===== config.mk =====
export PLATFORM = sky130hd
export DESIGN_NAME = req_buffer_mux_flat
export DESIGN_NICKNAME = d
export VERILOG_FILES = /design/src/rtl/req_buffer_mux_if.sv /design/src/rtl/req_buffer_mux.sv /design/src/flat_wrapper.sv
export SDC_FILE = /design/constraint.sdc
export NUM_CORES = 1
export LEC_CHECK = 0
export CAP_MARGIN = 20
export CORE_UTILIZATION = 30
export CTS_BUF_LIST = sky130_fd_sc_hd__clkbuf_4 sky130_fd_sc_hd__clkbuf_8
export DETAILED_ROUTE_END_ITERATION = 10
export GPL_TIMING_DRIVEN = 0
export MAX_ROUTING_LAYER = met4
export PLACE_DENSITY_LB_ADDON = 0.1
export SYNTH_ARGS = -nofsm -noshare
export SYNTH_HDL_FRONTEND = slang
export SYNTH_SLANG_ARGS = --single-unit

===== constraint.sdc =====
create_clock -name clk -period 4.6 [get_ports clk]
set_clock_uncertainty 0.1 [all_clocks]
set_input_delay 0.92 -clock clk [delete_from_list [all_inputs] [get_ports clk]]
set_output_delay 0.92 -clock clk [all_outputs]
set_load 0.1 [all_outputs]

===== src/rtl/req_buffer_mux_if.sv =====
// req_buffer_mux_if: flit inputs, arbiter request/grant pair and registered output handshake.
interface req_buffer_mux_if #(parameter int N = 4, parameter int DATA_W = 32);
  localparam int SW = N > 1 ? $clog2(N) : 1;
  logic [N*DATA_W-1:0] in_data;
  logic [N-1:0]        in_valid;
  logic [N-1:0]        in_ready;
  logic [N-1:0]        req;
  logic [N-1:0]        gnt;
  logic [DATA_W-1:0]   out_data;
  logic [SW-1:0]       out_src;
  logic                out_valid;
  logic                out_ready;
  logic                gnt_err;
  modport slave (
    input  in_data, in_valid, gnt, out_ready,
    output in_ready, req, out_data, out_src, out_valid, gnt_err
  );
  modport master (
    output in_data, in_valid, gnt, out_ready,
    input  in_ready, req, out_data, out_src, out_valid, gnt_err
  );
endinterface


===== src/rtl/req_buffer_mux.sv =====
// req_buffer_mux: per-input flit FIFOs raising arbiter requests, grant pops head into a registered output.
// Define REQ_BUF_GNT_CHECK_EN to reject and flag illegal grants (sticky gnt_err).
module req_buffer_mux #(
  parameter int N      = 4,
  parameter int DATA_W = 32,
  parameter int DEPTH  = 4
) (
  input logic             clk,
  input logic             rst,
  req_buffer_mux_if.slave bus
);
  localparam int AW = $clog2(DEPTH);
  localparam int CW = AW + 1;
  localparam int SW = N > 1 ? $clog2(N) : 1;
  logic [DATA_W-1:0] r_mem [N][DEPTH];
  logic [AW-1:0]     r_wp  [N];
  logic [AW-1:0]     r_rp  [N];
  logic [CW-1:0]     r_cnt [N];
  logic [DATA_W-1:0] r_out_data;
  logic [SW-1:0]     r_out_src;
  logic              r_out_valid;
  logic              w_free;
  logic [N-1:0]      w_req;
  logic [N-1:0]      w_push;
  logic [N-1:0]      w_sel;
  logic [SW-1:0]     w_idx;
  // Requests are withheld whenever the output cannot take a flit, since the arbiter rotates on every grant.
  assign w_free = !r_out_valid || bus.out_ready;
  always_comb begin
    w_req  = '0;
    w_push = '0;
    for (int i = 0; i < N; i++) begin
      w_req[i]  = (r_cnt[i] != '0) && w_free;
      w_push[i] = bus.in_valid[i] && (r_cnt[i] != CW'(DEPTH));
    end
  end
  always_comb begin
    bus.in_ready = '0;
    for (int i = 0; i < N; i++) bus.in_ready[i] = r_cnt[i] != CW'(DEPTH);
  end
`ifdef REQ_BUF_GNT_CHECK_EN
  logic w_bad;
  logic r_gnt_err;
  assign w_bad = ((bus.gnt & (bus.gnt - 1'b1)) != '0) || ((bus.gnt & ~w_req) != '0);
  assign w_sel = w_bad ? '0 : bus.gnt;
  always_ff @(posedge clk) begin
    if (rst) r_gnt_err <= 1'b0;
    else if (w_bad) r_gnt_err <= 1'b1;
  end
  assign bus.gnt_err = r_gnt_err;
`else
  logic [N-1:0] w_hit;
  assign w_hit = bus.gnt & w_req;
  assign w_sel = w_hit & (~w_hit + 1'b1);
  assign bus.gnt_err = 1'b0;
`endif
  always_comb begin
    w_idx = '0;
    for (int i = 0; i < N; i++) if (w_sel[i]) w_idx = SW'(i);
  end
  always_ff @(posedge clk) begin
    if (!rst)
      for (int i = 0; i < N; i++)
        if (w_push[i]) r_mem[i][r_wp[i]] <= bus.in_data[i*DATA_W +: DATA_W];
  end
  always_ff @(posedge clk) begin
    if (rst) begin
      for (int i = 0; i < N; i++) begin
        r_wp[i]  <= '0;
        r_rp[i]  <= '0;
        r_cnt[i] <= '0;
      end
      r_out_valid <= 1'b0;
      r_out_data  <= '0;
      r_out_src   <= '0;
    end else begin
      for (int i = 0; i < N; i++) begin
        if (w_push[i]) r_wp[i] <= r_wp[i] + 1'b1;
        if (w_sel[i]) r_rp[i] <= r_rp[i] + 1'b1;
        r_cnt[i] <= r_cnt[i] + CW'(w_push[i]) - CW'(w_sel[i]);
      end
      if (|w_sel) begin
        r_out_valid <= 1'b1;
        r_out_data  <= r_mem[w_idx][r_rp[w_idx]];
        r_out_src   <= w_idx;
      end else if (bus.out_ready) r_out_valid <= 1'b0;
    end
  end
  assign bus.req       = w_req;
  assign bus.out_data  = r_out_data;
  assign bus.out_src   = r_out_src;
  assign bus.out_valid = r_out_valid;
endmodule


===== src/flat_wrapper.sv =====
// flat-port wrapper written by rule: the top's interface ports become plain ports
module req_buffer_mux_flat 
#(
  parameter int N      = 4,
  parameter int DATA_W = 32,
  parameter int DEPTH  = 4
)
  (clk, rst, bus_in_data, bus_in_valid, bus_gnt, bus_out_ready, bus_in_ready, bus_req, bus_out_data, bus_out_src, bus_out_valid, bus_gnt_err);
  req_buffer_mux_if #(.N(N), .DATA_W(DATA_W)) bus_i ();
  input logic clk;
  input logic rst;
  input wire logic [$bits(bus_i.in_data)-1:0] bus_in_data;
  input wire logic [$bits(bus_i.in_valid)-1:0] bus_in_valid;
  input wire logic [$bits(bus_i.gnt)-1:0] bus_gnt;
  input wire logic [$bits(bus_i.out_ready)-1:0] bus_out_ready;
  output wire logic [$bits(bus_i.in_ready)-1:0] bus_in_ready;
  output wire logic [$bits(bus_i.req)-1:0] bus_req;
  output wire logic [$bits(bus_i.out_data)-1:0] bus_out_data;
  output wire logic [$bits(bus_i.out_src)-1:0] bus_out_src;
  output wire logic [$bits(bus_i.out_valid)-1:0] bus_out_valid;
  output wire logic [$bits(bus_i.gnt_err)-1:0] bus_gnt_err;
  assign bus_i.in_data = bus_in_data;
  assign bus_i.in_valid = bus_in_valid;
  assign bus_i.gnt = bus_gnt;
  assign bus_i.out_ready = bus_out_ready;
  assign bus_in_ready = bus_i.in_ready;
  assign bus_req = bus_i.req;
  assign bus_out_data = bus_i.out_data;
  assign bus_out_src = bus_i.out_src;
  assign bus_out_valid = bus_i.out_valid;
  assign bus_gnt_err = bus_i.gnt_err;
  req_buffer_mux #(.N(N), .DATA_W(DATA_W), .DEPTH(DEPTH)) u_core (.clk(clk), .rst(rst), .bus(bus_i));
endmodule

Word level (Yosys, flattened, before mapping)
Memories as Yosys holds them, arrays and structs flattened.
Index checks and enable logic that the tools add are counted.

storage, ports and cells
  output and inout bits = 44
  ROM bits = 0
  bits in writable memories = 540
  bits in registers = 35
  memories = 4
  input port bits = 139
  latch bits = 0

cells by class
  equal/unequal tests = 4
  magnitude comparators = 9
  mux-type cells = 59
  multipliers = 0
  shifts and indexed selects = 0
  add/sub/neg operators = 17
  reductions and logical operators = 20
  bitwise operators = 20
  divide/modulo/power cells = 0

memories
  memory        depth  bits a word  read ports  clocked after memory_dff  write ports  RTL line              RTL
  u_core.r_mem  4      128          1           0                         4            req_buffer_mux.sv:15  logic [DATA_W-1:0] r_mem [N][DEPTH];
  u_core.r_cnt  4      3            4           0                         4            req_buffer_mux.sv:18  logic [CW-1:0] r_cnt [N];
  u_core.r_rp   4      2            5           0                         4            req_buffer_mux.sv:17  logic [AW-1:0] r_rp [N];
  u_core.r_wp   4      2            4           0                         4            req_buffer_mux.sv:16  logic [AW-1:0] r_wp [N];

operators with widths
  operator                                                   number
  two-way mux 128 bit                                        4
  demux 32 bit (select 2 bit)                                4
  two-way mux 32 bit                                         6
  binary-select mux 32 bit (select 2 bit)                    1
  two-way mux 1 bit                                          30
  two-way mux 2 bit                                          10
  adder 2 x 1 -> 2 bit (second input constant)               8
  greater-or-equal comparator 3 bit (second input constant)  5
  inverter 2 -> 3 bit                                        5
  adder 3 x 1 -> 3 bit                                       4
  logical AND 1 bit                                          12
  < comparator 3 x 1 -> 1 bit (second input constant)        4
  two-way mux 3 bit                                          4
  != test 3 bit (second input constant)                      4
  OR 1 bit                                                   12
  nonzero test 3 bit                                         4
  subtractor 3 x 1 -> 3 bit                                  4
  AND 4 bit                                                  2
  adder 4 x 1 -> 4 bit (second input constant)               1
  inverter 4 bit                                             1
  OR reduction 4 bit                                         1
  nonzero test 2 bit                                         1
  logical NOT 1 bit                                          1
  logical OR 1 bit                                           1

Depth between registers and ports, before layout
An unclocked memory read counts as a cell.

  depth in word-level cells = 15
  gate-level depth with buffers = 14
  depth with buffers taken out = 12

Worst setup path before layout
No wires, ideal clock.

  path type = input -> register
  start point = input bus_out_ready
  end point = memory u_core.r_cnt[0][8] (netlist name)
  required time = 4.372 ns
  stages on the path = 14
  arrival time = 3.367 ns
  slack = 1.006 ns
  path buffers = 2
  cell sequence = nand2b_1 > nand3_1 > inv_2 > clkbuf_1 > buf_1 > nor2_1 > nand2_1 > xnor2_1 > ha_1 > inv_1 > fa_1 > xor2_1 > xnor2_1 > nor2_1

RTL lines
  what                RTL line              RTL
  start: declaration  flat_wrapper.sv:15    input wire logic [$bits(bus_i.out_ready)-1:0] bus_out_ready;
  end: declaration    req_buffer_mux.sv:18

Final worst setup path
  start point = input bus_out_ready
  end point = register u_core.r_out_data[18] (netlist: u_core.bus.out_data[18])

between the ends
  longest elaborated chain between the ends = 14
  elaborated cells on any way between the ends = 19

RTL lines
  what                                                    RTL line              RTL
  logical OR 1 bit *                                      req_buffer_mux.sv:28  assign w_free = !r_out_valid || bus.out_ready;
  logical AND 1 bit                                       req_buffer_mux.sv:33  w_req[i] = (r_cnt[i] != '0) && w_free;
  AND 4 bit *                                             req_buffer_mux.sv:53  assign w_hit = bus.gnt & w_req;
  inverter 4 bit                                          req_buffer_mux.sv:54  assign w_sel = w_hit & (~w_hit + 1'b1);
  adder 4 x 1 -> 4 bit                                    req_buffer_mux.sv:54
  AND 4 bit *                                             req_buffer_mux.sv:54
  two-way mux 1 bit                                       req_buffer_mux.sv:59  for (int i = 0; i < N; i++) if (w_sel[i]) w_idx = SW'(i);
  two-way mux 2 bit (2 in series)                         req_buffer_mux.sv:59
  memory (4 x 2 bit)                                      n/a
  inverter 2 -> 3 bit (not written as such)               req_buffer_mux.sv:84  r_out_data <= r_mem[w_idx][r_rp[w_idx]];
  binary-select mux 32 bit (select 2 bit)                 req_buffer_mux.sv:84
  two-way mux 32 bit (not written as such) (2 in series)  req_buffer_mux.sv:84
  end signal: assignment                                  req_buffer_mux.sv:84
  end: declaration                                        req_buffer_mux.sv:19  logic [DATA_W-1:0] r_out_data;

Mark *: on every way between the ends. The rest lies on a longest branch, timed or not. The select of a mux whose other input is x is not followed.
A chain may end at the register's enable or synchronous reset.

==> metrics.md <==
| Metric | Value |
|---|---|
| Non-Filler Instances | 2834 |
| Top Ports | 183 |
| Core area | 74450 um2 |
| Hold Fails Final Rpt | 0 |
| Crit-path max FO | 14 |
| Min Clock Period, post-route | 4.210 ns |
| Layout cells sized above 1 | 14.32% |
| Clock Sinks | 575 |
| Syn_area_per_cell | 15.24 um2 |
| CTS Buffer Depth | 3 |
| Placed inst area | 25950 um2 |
| DR WL/cell | 30.53 um |
| Max Slew Vio Count | 0 |
| CP max stage cell | clkbuf_1 |
| Gate count of the mapped netlist | 1480 |
| Root Driver | clkbuf_8 |
| Row Count | 100 |
| Max-capacitance violation count | 0 |
| Vias in the first global route | 15630 |
| Post-route clock period utilization | 91.53% |
| Initial antenna violation count | 1 |
| Final Worst Setup Slack | 0.3898 ns |
| WP data required | 5.10 ns |
| 1st-iter DRT viols | 1400 |
| Area grow syn2layout | 24.65% |
| CP startpoint kind | input port |
| Gr usage total | 23.22% |
| DRC | 1 |
| Crit. End Element | register |
| Clock share of power | 26.6% |
| Die Height | 276.2 um |
| Port bufs | 180 |
| CTS tree | built |
| Main flop type after synthesis | edfxtp_1 |
| Int Power | 11.26 mW |
| H-Tree Level Count | 3 |
| Max Freq | 237.5 MHz |
| Placer Congestion | 0.8512 |
| WS Path Type | input port to register |
| # setup viols final | 0 |
| Buf/Inv on CP | 3 |
| Die Wd | 276.2 um |
| Clock-pin slew on the worst setup and hold paths | 0.07 ns |
| Sequential share of power | 33.8% |
| Status | finished, violations left |
| Rel. slew slack | 30.00% |
| Yosys warning total | 0 |
| Peak VDD IR | 0.3750 mV |
| Die area | 76290 um2 |
| Mean number of vias per cell | 5.321 |
| Clk_lat worst skew | 0.71 ns |
| Netlist Area Pre-Place | 22560 um2 |
| Router iterations before antenna repair | 10 |
| Asr flop ratio synth | 0% |
| Hpwl dp | 58180 um |
| Grt ovf | 0 |
| Vias | 15080 |
| Switching power share of the total | 40.59% |
| First-pass GRT wire length | 120400 um |
| Post-synthesis cell type count | 43 |
| Register area share after synthesis | 74.46% |
| Synthesized flop and latch total | 575 |
| Gate power share | 39.6% |
| DRT Wirelength | 86530 um |
| Largest net degree at the start of global routing | 26 |
| Switching power | 7.695 mW |
| Worst Tran Pin Value | 1.050 ns |
| RSZ-0062 raised after global routing | false |
| Pre-CTS setup slack | -0.9784 ns |
| TritonCTS Buffers | 101 |
| Initial Util | 30.30% |
| Hold WS | 0.3628 ns |
| Post-Synthesis Net Count | 1645 |
| Final instance area | 28120 um2 |
| Leak pwr | 9.398 nW |
| Final Power | 18.96 mW |
| Final nets | 1944 |
| Dpl cells | 2646 |
| EDFF count, synth | 528 |
| Hold/Removal Path Class | register to register |
| CP cell instances | clkdlybuf4s50_1 -> nand2b_1 -> nand3_1 -> inv_2 -> nor4_1 -> nor2_1 -> nand2_1 -> clkbuf_1 -> nor3_1 -> a211o_1 |
| Pwr dens | 674.1 nW/um2 |
| Worst path max stage delay | 0.72 ns |
| Worst path arrival time | 4.71 ns |
| CP delay by family, top | simple AND/OR/NAND/NOR gates |
| Antenna viol nets, final | 0 |
| Failing checks | design-rule violations |
-- Yosys cell counts, types with 3 or more instances --
cell / number / area share (%)
edfxtp_1: 528 / 70
nor2_1: 145 / 2.4
o21ai_0: 129 / 2.9
a221oi_1: 126 / 4.9
nor3_1: 80 / 1.8
clkbuf_1: 70 / 1.2
a211oi_1: 64 / 2.1
o311a_1: 63 / 2.8
dfxtp_1: 47 / 4.2
buf_2: 35 / 0.78
a211o_1: 32 / 1.2
inv_1: 23 / 0.38
and2_1: 22 / 0.61
ha_1: 22 / 1.2
nand2_1: 12 / 0.20
xnor2_1: 12 / 0.47
nand2b_1: 10 / 0.28
nor2b_1: 9 / 0.25
buf_1: 6 / 0.10
buf_4: 5 / 0.17
buf_6: 5 / 0.25
fa_1: 4 / 0.35
nand3_1: 4 / 0.089
a21oi_1: 3 / 0.067
o211ai_1: 3 / 0.10
-- worst reg2reg max path, delay by kind of cell, from the launching register on --
kind	cells	cell delay, ns
AOI/OAI and AO/OA	1	0.27
buffers and inverters	2	1.07
DFF	1	0.33
and+or+nand+nor	6	2.15
-- sequential cells by signal (all words and copies together) (netlist names) --
name and flops:
u_core.bus.out_valid 1, u_core.r_wp 8, u_core.bus.out_data 32, u_core.r_mem 512
u_core.r_cnt 12, u_core.bus.out_src 2, u_core.r_rp 8
-- logic make-up after synthesis --
group	after synthesis	synth area share (%)
xor+xnor	13	0.5047
fa+ha+maj	26	1.575
buf+inv	145	2.856
compound gates	431	14.76
flops	575	74.46
other cells	1	0.01662
simple gates	289	5.829
-- layout by cell type, fill, tap and decap left out, types with 5 or more instances in the layout --
cell / synthesis / routed
a211o_1: 32 / 32
a211oi_1: 64 / 64
a221oi_1: 126 / 126
and2_1: 22 / 6
and2_2: 0 / 16
buf_12: 0 / 15
buf_2: 35 / 35
buf_4: 5 / 5
buf_6: 5 / 5
clkbuf_1: 70 / 69
clkbuf_4: 0 / 40
clkbuf_8: 0 / 116
clkdlybuf4s50_1: 0 / 180
clkinv_1: 0 / 10
clkinv_2: 0 / 13
dfxtp_1: 47 / 47
edfxtp_1: 528 / 528
ha_1: 22 / 22
inv_1: 23 / 23
nand2_1: 12 / 12
nand2b_1: 10 / 10
nor2_1: 145 / 144
nor2b_1: 9 / 9
nor3_1: 80 / 80
o21ai_0: 129 / 129
o311a_1: 63 / 63
xnor2_1: 12 / 12
-- area by class of cell --
cell class	instances	area, um2
repair buffers	197	2157
clock buffers	156	1897
clock inverters	32	264.0
multi-input cells	760	5140
diodes	1	2.502
inverters	24	90.09
plain buffers	120	559.3
well taps	969	1212
flip-flops and latches	575	16800
fillers	7075	46330
-- path summary, 6_finish.rpt --
check / startpoint / end / cells after the start / slack [ns]
max: bus_out_ready / u_core.bus.out_data[18]$_SDFFE_PP0P_ / 10 / 0.39
min: u_core.bus.out_data[31]$_SDFFE_PP0P_ / u_core.bus.out_data[31]$_SDFFE_PP0P_ / 1 / 0.36
max reg2reg: u_core.r_cnt[0][1]$_SDFF_PP0_ / u_core.bus.out_data[18]$_SDFFE_PP0P_ / 9 / 0.58
min reg2reg: u_core.bus.out_data[31]$_SDFFE_PP0P_ / u_core.bus.out_data[31]$_SDFFE_PP0P_ / 1 / 0.36
-- power groups by stage --
stage	Combinational, mW	Sequential [mW]	Clock [mW]
6_report	7.51	6.40	5.04
2_1_floorplan	3.87	7.14	0
5_1_grt	7.96	6.44	5.35
3_5_place_dp	7.51	6.51	0
3_3_place_gp	7.41	6.52	0
4_1_cts	7.53	6.40	5.14
-- per-layer routing --
layer | global-route usage (%) | wire (um)
met3 | 4.022 | 5814
met4 | 7.549 | 2186
met5 | - | 0
met1 | 30.30 | 37530
met2 | 36.70 | 41000
-- timing repair --
action / CTS / global route
resized for setup: 2 / 3
buffers inserted: 0 / 0
pin swaps: 0 / 0
hold buffers: 0 / 0
setup endpoints to repair: 6 / 5
-- metrics by stage --
stage | util [%] | TNS [ns]
after floorplan | - | 0
after global placement | 34.35 | -11.05
after detailed placement | 34.85 | -11.80
after CTS | 37.77 | 0
after global routing | 37.77 | 0
final | 37.77 | 0
(Power assumes the default switching activity.)
